## src/rtl/timing_nco_ctrl_pkg.sv

```systemverilog
// Shared constants, types and saturation helper for the symbol-timing NCO.
// Used by timing_nco_ctrl, its loop filter and its port interface.
package msk_timing_pkg;

    localparam int OSF      = 20;
    localparam int SPS_LOG2 = 2;
    localparam int ACC_W    = 32;
    localparam int ERR_W    = 16;
    localparam int KP_SHL   = 12;
    localparam int KI_SHL   = 4;
    localparam int STEP_LIM = 2**26;
    localparam int LOCK_THR = 512;
    localparam int LOCK_CNT = 64;

    localparam int PH_W   = 5;
    localparam int MU_W   = 27;
    localparam int FRAC_W = 32;
    localparam int PROD_W = FRAC_W + PH_W;
    localparam int CNT_W  = 7;

    typedef logic [ACC_W-1:0]        step_t;
    typedef logic signed [ERR_W-1:0] err_t;
    typedef logic signed [ACC_W:0]   sacc_t;

    localparam step_t STEP_NOM = step_t'(1) << (ACC_W - SPS_LOG2);
    localparam sacc_t LIM_S    = sacc_t'(STEP_LIM);

    function automatic sacc_t sat(input sacc_t v, input sacc_t lim);
        sacc_t r;
        if (v > lim)
            r = lim;
        else if (v < -lim)
            r = -lim;
        else
            r = v;
        return r;
    endfunction

endpackage

```

## src/rtl/timing_nco_ctrl_if.sv

```systemverilog
// Port bundle between the TED / interpolator side and the timing NCO.
// slave is the controller view, master the driver view.
interface timing_nco_ctrl_if
    import msk_timing_pkg::*;
();

    logic            iq_raw_val_i;
    err_t            ted_err_i;
    logic            ted_val_i;
    logic [PH_W-1:0] phase_int_o;
    logic [MU_W-1:0] mu_o;
    logic            phase_val_o;
    logic            sym_valid_o;
    step_t           step_o;
    logic            lock_o;

    modport master (
        output iq_raw_val_i, ted_err_i, ted_val_i,
        input  phase_int_o, mu_o, phase_val_o,
        input  sym_valid_o, step_o, lock_o
    );

    modport slave (
        input  iq_raw_val_i, ted_err_i, ted_val_i,
        output phase_int_o, mu_o, phase_val_o,
        output sym_valid_o, step_o, lock_o
    );

endinterface

```

## src/rtl/timing_nco_ctrl_loop_filter.sv

```systemverilog
// PI loop filter: integrates scaled TED error and produces the
// clamped NCO step around the nominal value.
module timing_loop_filter
    import msk_timing_pkg::*;
(
    input  logic  clk,
    input  logic  rst,
    input  logic  ted_val_i,
    input  err_t  ted_err_i,
    output step_t step_o
);

    sacc_t integ_q;
    sacc_t integ_nx;
    sacc_t ki_term;
    sacc_t kp_term;
    sacc_t trim;
    step_t step_nx;

    // Integrator update and proportional trim, both clamped.
    always_comb begin
        ki_term  = sacc_t'(ted_err_i) <<< KI_SHL;
        kp_term  = sacc_t'(ted_err_i) <<< KP_SHL;
        integ_nx = sat(integ_q + ki_term, LIM_S);
        trim     = sat(kp_term + integ_nx, LIM_S);
        step_nx  = step_t'(sacc_t'({1'b0, STEP_NOM}) + trim);
    end

    // Filter state only moves on a valid error sample.
    always_ff @(posedge clk) begin
        if (rst) begin
            integ_q <= '0;
            step_o  <= STEP_NOM;
        end else if (ted_val_i) begin
            integ_q <= integ_nx;
            step_o  <= step_nx;
        end
    end

endmodule

```

## src/rtl/timing_nco_ctrl.sv

```systemverilog
// Symbol-timing NCO driving the polyphase interpolator phase interface.
// Optional lock detector: define TIMING_NCO_LOCK_DET_EN.
module timing_nco_ctrl
    import msk_timing_pkg::*;
(
    input  logic clk,
    input  logic rst,
    timing_nco_ctrl_if.slave bus
);

    step_t            step_q;
    step_t            acc_q;
    logic             wrap_q;
    logic [ACC_W:0]   sum;
    logic [FRAC_W-1:0] frac;
    logic [FRAC_W-1:0] prod;
    logic [PH_W-1:0]  ph_q;
    logic [MU_W-1:0]  mu_q;
    logic             val_q;

    timing_loop_filter u_lf (
        .clk       (clk),
        .rst       (rst),
        .ted_val_i (bus.ted_val_i),
        .ted_err_i (bus.ted_err_i),
        .step_o    (step_q)
    );

    assign sum = {1'b0, acc_q} + {1'b0, step_q};

    // Stage 1: modular phase accumulator; carry marks a symbol instant.
    always_ff @(posedge clk) begin
        if (rst) begin
            acc_q  <= '0;
            wrap_q <= 1'b0;
        end else if (bus.iq_raw_val_i) begin
            acc_q  <= sum[ACC_W-1:0];
            wrap_q <= sum[ACC_W];
        end else begin
            wrap_q <= 1'b0;
        end
    end

    // Residue to Q0.32 fraction (saturating), then scale by branch count.
    always_comb begin
        if (|acc_q[ACC_W-1 -: SPS_LOG2])
            frac = '1;
        else
            frac = acc_q << SPS_LOG2;
        prod = FRAC_W'((PROD_W'(frac) * PROD_W'(OSF)) >> (FRAC_W - MU_W));
    end

    // Stage 2: output register, updated only on a wrap.
    always_ff @(posedge clk) begin
        if (rst) begin
            ph_q  <= '0;
            mu_q  <= '0;
            val_q <= 1'b0;
        end else begin
            val_q <= wrap_q;
            if (wrap_q) begin
                ph_q <= prod[FRAC_W-1 -: PH_W];
                mu_q <= prod[MU_W-1:0];
            end
        end
    end

    assign bus.phase_int_o = ph_q;
    assign bus.mu_o        = mu_q;
    assign bus.phase_val_o = val_q;
    assign bus.sym_valid_o = val_q;
    assign bus.step_o      = step_q;

`ifdef TIMING_NCO_LOCK_DET_EN
    logic [CNT_W-1:0]        lock_cnt;
    logic signed [ERR_W:0]   err_x;
    logic signed [ERR_W:0]   err_mag;
    logic                    in_thr;

    // Magnitude of the error with one extra bit so -2^15 stays positive.
    always_comb begin
        err_x   = {bus.ted_err_i[ERR_W-1], bus.ted_err_i};
        err_mag = (err_x < 0) ? -err_x : err_x;
        in_thr  = (err_mag < LOCK_THR);
    end

    // Run length of small errors, saturating at the lock count.
    always_ff @(posedge clk) begin
        if (rst) begin
            lock_cnt <= '0;
        end else if (bus.ted_val_i) begin
            if (!in_thr)
                lock_cnt <= '0;
            else if (lock_cnt != CNT_W'(LOCK_CNT))
                lock_cnt <= lock_cnt + 1'b1;
        end
    end

    assign bus.lock_o = (lock_cnt == CNT_W'(LOCK_CNT));
`else
    assign bus.lock_o = 1'b0;
`endif

endmodule

```

## src/flat_wrapper.sv

```systemverilog
// flat-port wrapper written by rule: the top's interface ports become plain ports
module timing_nco_ctrl_flat import msk_timing_pkg::*;
  (clk, rst, bus_iq_raw_val_i, bus_ted_err_i, bus_ted_val_i, bus_phase_int_o, bus_mu_o, bus_phase_val_o, bus_sym_valid_o, bus_step_o, bus_lock_o);
  timing_nco_ctrl_if bus_i ();
  input  logic clk;
  input  logic rst;
  input wire logic [$bits(bus_i.iq_raw_val_i)-1:0] bus_iq_raw_val_i;
  input wire logic [$bits(bus_i.ted_err_i)-1:0] bus_ted_err_i;
  input wire logic [$bits(bus_i.ted_val_i)-1:0] bus_ted_val_i;
  output wire logic [$bits(bus_i.phase_int_o)-1:0] bus_phase_int_o;
  output wire logic [$bits(bus_i.mu_o)-1:0] bus_mu_o;
  output wire logic [$bits(bus_i.phase_val_o)-1:0] bus_phase_val_o;
  output wire logic [$bits(bus_i.sym_valid_o)-1:0] bus_sym_valid_o;
  output wire logic [$bits(bus_i.step_o)-1:0] bus_step_o;
  output wire logic [$bits(bus_i.lock_o)-1:0] bus_lock_o;
  assign bus_i.iq_raw_val_i = bus_iq_raw_val_i;
  assign bus_i.ted_err_i = bus_ted_err_i;
  assign bus_i.ted_val_i = bus_ted_val_i;
  assign bus_phase_int_o = bus_i.phase_int_o;
  assign bus_mu_o = bus_i.mu_o;
  assign bus_phase_val_o = bus_i.phase_val_o;
  assign bus_sym_valid_o = bus_i.sym_valid_o;
  assign bus_step_o = bus_i.step_o;
  assign bus_lock_o = bus_i.lock_o;
  timing_nco_ctrl u_core (.clk(clk), .rst(rst), .bus(bus_i));
endmodule
```

## config.mk

```make
export PLATFORM = sky130hd
export DESIGN_NAME = timing_nco_ctrl_flat
export DESIGN_NICKNAME = d
export VERILOG_FILES = /design/src/rtl/timing_nco_ctrl_pkg.sv /design/src/rtl/timing_nco_ctrl_if.sv /design/src/rtl/timing_nco_ctrl_loop_filter.sv /design/src/rtl/timing_nco_ctrl.sv /design/src/flat_wrapper.sv
export SDC_FILE = /design/constraint.sdc
export NUM_CORES = 1
export LEC_CHECK = 0
export CORE_MARGIN = 2
export CORE_UTILIZATION = 50
export DETAILED_ROUTE_END_ITERATION = 16
export GPL_ROUTABILITY_DRIVEN = 0
export PLACE_DENSITY = 0.7
export SKIP_LAST_GASP = 1
export SLEW_MARGIN = 25
export SYNTH_ARGS = -nofsm -noshare
export SYNTH_HDL_FRONTEND = slang
export SYNTH_SLANG_ARGS = --single-unit
```

## constraint.sdc

```tcl
create_clock -name clk -period 11.4 [get_ports clk]
set_input_delay 2.85 -clock clk [delete_from_list [all_inputs] [get_ports clk]]
set_output_delay 2.85 -clock clk [all_outputs]
set_load 0.05 [all_outputs]
```

==> results summary <==
CTS placed an instance of sky130_fd_sc_hd__clkbuf_16 at the clock tree root. The iteration count of the initial detailed-routing pass came out at 5. The switching power came out at 0.000889 W. The total placed cells including tap cells is 1744. The aggregate global-route resource usage came out at 24.0%.

The share of the cycle needed by the critical path after routing is 92.1%. The detailed placer's ending HPWL is 21.8 mm. The quantity of hold-fixing buffers added after cts is 0. The highest ir drop seen on vdd is 0.0000981 V. The count of unique library cells instantiated by Yosys is 84. The via count of the first global-routing pass came to 9895. The area of the die came out at 23900 sq um.

The cell leakage power came out at 5.61 nW. The highest clock rate came out at 0.0952 GHz. For this run, the register share of the synthesized area comes to 23.1%. The count of final max-slew check failures came to 0.

The routed length per placed instance is 16.2 microns. Of the total power, combinational logic draws 49.8%. The cell area reported after detailed placement is 12400 sq um.

The number of CTS-inserted buffers came out at 17. The post-detailed-route DRC marker count is 0. The mean post-synth cell area is 7.98 sq um. The largest individual stage delay along the critical path comes from the cell sky130_fd_sc_hd__o311ai_0. Cell internal power was estimated by the tool at 0.00124 W.

The flow ran to the end, and the final reports show no timing, DRC or antenna violations. The count of input and output buffers came out at 85. The number of nets produced by synthesis is 1586. The relative area change from synthesis to final layout is 14.5%. The initial core utilization came out at 50.6%. The clock period minus final worst setup slack came out at 10.50 ns. The width of the die came out at 155 microns. The total count of hold-check failures in the final report came out at 0.

Once detail routing completed, the nets flagged for antenna violations numbered 0. The buffer depth of the longest clock path came out at 2. The wire length of the first global-routing pass came out at 47.9 mm.

The share of power burned in the clock network came out at 26.6%. The number of antenna violations at the first check in global routing came to 0. In the layout the commonest cells are 139 x sky130_fd_sc_hd__ha_1, 131 x sky130_fd_sc_hd__dfxtp_1, 127 x sky130_fd_sc_hd__nor2_1, 116 x sky130_fd_sc_hd__nand2_1, 112 x sky130_fd_sc_hd__a21oi_1. The flip-flop and latch count after synthesis came out at 131. The max capacitance violation total came out at 0. The data required time at the worst endpoint came out at 11.69 ns.

From bottom edge to top edge, the die measures 155 microns. The via count is 10554. Synthesis produced a netlist whose cell count is 1423. In this run, the number of DRC markers left after iteration 0 of detailed routing was 675. The register area is 2620 sq um. The share of synthesized registers carrying an async set or reset is 0%. The cell depth of the worst setup path came out at 28. The area occupied by multi-input gates came out at 8270 sq um. The core area came out at 22400 sq um. The number of gates resized after CTS was 0. The family with the most delay on the worst path is compound AO/OA/AOI/OAI gates. After routing the design area is 13000 sq um. TritonCTS built the clock tree.

The depth of the worst register-to-register path came out at 27. The worst-path maximum fanout came out at 15. The worst setup path is captured at a flop. The final layout contains routed wiring with a total length of 28.8 mm. By startpoint and endpoint, the worst setup path is classified as in -> reg. In this run, synthesis inferred 0 flip-flops with an integrated enable. The fraction of power consumed by sequential logic came out at 23.6%.

The total number of placement rows came out at 55. The mapped cell area came out at 11400 sq um. The number of sinks handled by clock tree synthesis is 131. Yosys printed 0 warnings. The remaining global-route overflow came out at 0.

The cell depth of the worst hold path is 1. Clock skew on the completed layout was measured at 0.0134 ns. The final instance count without filler cells came out at 1776. The library cell used most frequently in the layout, excluding fill and tap cells, is sky130_fd_sc_hd__ha_1. The maximum number of pins on one net before global-route repair came out at 72. The net switching share of the total power is 41.7%.

The max-slew headroom at the worst pin is 31.7%. Dividing total power by cell area gives a power density of 164 nW/um^2. The critical path contains buffers and inverters numbering 2 combined. The ratio of routed vias to standard cells came out at 5.94. The final sum of negative setup slack came out at 0 ns. The min-delay analysis places its worst path in the category reg -> reg. The buffer count from post-CTS setup fixing is 0. The boundary pin count came out at 87.

The insertion delay of the later-clocked pin in the worst-skew pair came out at 0.43 ns. Setup repair after global routing left no endpoint under its margin. The nature of the critical path startpoint is an input pin. The clock tree synthesis step divided the H-tree into 4 levels. The commonest register cell after synthesis is sky130_fd_sc_hd__dfxtp_1. The number of fill cells in the layout came out at 2077. For this run, the post-layout net count is 1641.

The clock slew at the register clock pins of the worst setup and hold paths is 0.06 ns. The final-report setup violation count came out at 0. The number of diodes is 0. The fraction of final layout cells sized beyond drive strength 1 is 5.84%. The data arrival at the endpoint of the critical path came out at 10.79 ns.

The worst-margin pin slew came out at 1.02 ns. For this run, the slowest stage of the critical path takes 0.66 ns.
[final timing paths]
kind,endpoint,from,slack [ns]
worst max-delay path,u_core.u_lf.step_o[5],bus_ted_err_i[0],0.90
worst min-delay path,u_core.u_lf.integ_q[2],u_core.u_lf.integ_q[2],0.46
worst max register to register,u_core.u_lf.step_o[5],u_core.u_lf.integ_q[4],3.51
worst min register to register,u_core.u_lf.integ_q[2],u_core.u_lf.integ_q[2],0.46
[layout make-up]
| cell class | count | area share, % |
|---|---|---|
| Sequential cell | 131 | 20.2 |
| Timing Repair Buffer | 99 | 7.29 |
| Multi-Input combinational cell | 1175 | 63.6 |
| Clock buffer | 17 | 3.27 |
| Clock inverter | 15 | 1.34 |
| Tap cell | 285 | 2.74 |
| Inverter | 54 | 1.56 |
[state kept, by name, summed over array words and instances, names as in the netlist]
signal,count
u_core.wrap_q,1
u_core.acc_q,32
u_core.bus.mu_o,27
u_core.u_lf.step_o,32
u_core.bus.phase_val_o,1
u_core.bus.phase_int_o,5
u_core.u_lf.integ_q,33
[kinds of logic after synthesis]
family | after synthesis | share of synthesized area [%]
other | 1 | 0.0330
XOR/XNOR | 84 | 6.48
buffers and inverters | 117 | 4.10
multiplexers | 35 | 3.09
AO/OA/AOI/OAI | 418 | 25.2
AND/OR/NAND/NOR | 494 | 22.0
flip-flops | 131 | 23.1
adder cells (fa/ha/maj) | 143 | 16.0
[cells in the mapped netlist (17+ instances only)]
cell type / instances / share of area, %
sky130_fd_sc_hd__nor3_1: 23 / 1.0
sky130_fd_sc_hd__inv_1: 53 / 1.8
sky130_fd_sc_hd__nand2_1: 116 / 3.8
sky130_fd_sc_hd__o211ai_1: 23 / 1.5
sky130_fd_sc_hd__mux2i_1: 35 / 3.1
sky130_fd_sc_hd__dfxtp_1: 131 / 23
sky130_fd_sc_hd__xor2_1: 23 / 1.8
sky130_fd_sc_hd__o21ai_1: 17 / 0.75
sky130_fd_sc_hd__a21oi_1: 112 / 4.9
sky130_fd_sc_hd__nand3_1: 37 / 1.6
sky130_fd_sc_hd__nor2_1: 128 / 4.2
sky130_fd_sc_hd__o21ai_0: 58 / 2.6
sky130_fd_sc_hd__clkbuf_1: 48 / 1.6
sky130_fd_sc_hd__a211oi_1: 24 / 1.6
sky130_fd_sc_hd__or3_1: 49 / 2.7
sky130_fd_sc_hd__ha_1: 139 / 15
sky130_fd_sc_hd__and2_1: 25 / 1.4
sky130_fd_sc_hd__a21o_1: 38 / 2.5
sky130_fd_sc_hd__xnor2_1: 61 / 4.7
sky130_fd_sc_hd__o21a_1: 24 / 1.6
[per-layer routing]
| metal | share of wire (%) | GRT usage [%] |
|---|---|---|
| met5 | 0 | 0 |
| met2 | 48 | 42.4 |
| met3 | 3.4 | 3.47 |
| met4 | 1.6 | 6.75 |
| met1 | 47 | 30.6 |
[metrics by stage]
step	setup WS, ns	hold WS (ns)	total power (W)	util, %
2_1_floorplan	1.95	0.430	0.00134	-
3_3_place_gp	0.720	0.445	0.00155	55.3
3_5_place_dp	0.638	0.452	0.00156	55.3
4_1_cts	1.02	0.468	0.00214	57.9
5_1_grt	0.415	0.485	0.00229	58.0
6_report	0.896	0.464	0.00213	58.0
[worst reg2reg max path, cell delays in order, from the launching register on]
cell                        delay (ns)
sky130_fd_sc_hd__dfxtp_1          0.32
sky130_fd_sc_hd__ha_1             0.22
sky130_fd_sc_hd__fa_1             0.43
sky130_fd_sc_hd__a211oi_1         0.29
sky130_fd_sc_hd__o21ai_1          0.20
sky130_fd_sc_hd__o311ai_0         0.66
sky130_fd_sc_hd__o2111ai_1        0.23
sky130_fd_sc_hd__nand2_1          0.20
sky130_fd_sc_hd__o21ai_0          0.11
sky130_fd_sc_hd__a311o_1          0.49
sky130_fd_sc_hd__nand4b_1         0.23
sky130_fd_sc_hd__ha_1             0.32
sky130_fd_sc_hd__nor3_1           0.24
sky130_fd_sc_hd__a21o_1           0.48
sky130_fd_sc_hd__and3_1           0.24
sky130_fd_sc_hd__ha_1             0.26
sky130_fd_sc_hd__o21a_1           0.24
sky130_fd_sc_hd__o31a_1           0.16
sky130_fd_sc_hd__o211ai_1         0.31
sky130_fd_sc_hd__a31oi_1          0.21
sky130_fd_sc_hd__nor2_1           0.11
sky130_fd_sc_hd__or4b_2           0.58
sky130_fd_sc_hd__nand3_1          0.19
sky130_fd_sc_hd__xor2_1           0.11
sky130_fd_sc_hd__nor3b_1          0.15
sky130_fd_sc_hd__buf_4            0.15
sky130_fd_sc_hd__o21ai_1          0.49
sky130_fd_sc_hd__o21ai_1          0.14
[power groups by stage]
stage	logic (W)	clock network [W]	registers, W
6_report	0.00106	0.000568	0.000504
4_1_cts	0.00106	0.000577	0.000504
2_1_floorplan	0.000820	0	0.000522
3_5_place_dp	0.00104	0	0.000514
5_1_grt	0.00119	0.000599	0.000508
3_3_place_gp	0.00104	0	0.000513
No activity file was read; power rests on OpenSTA's default activity.
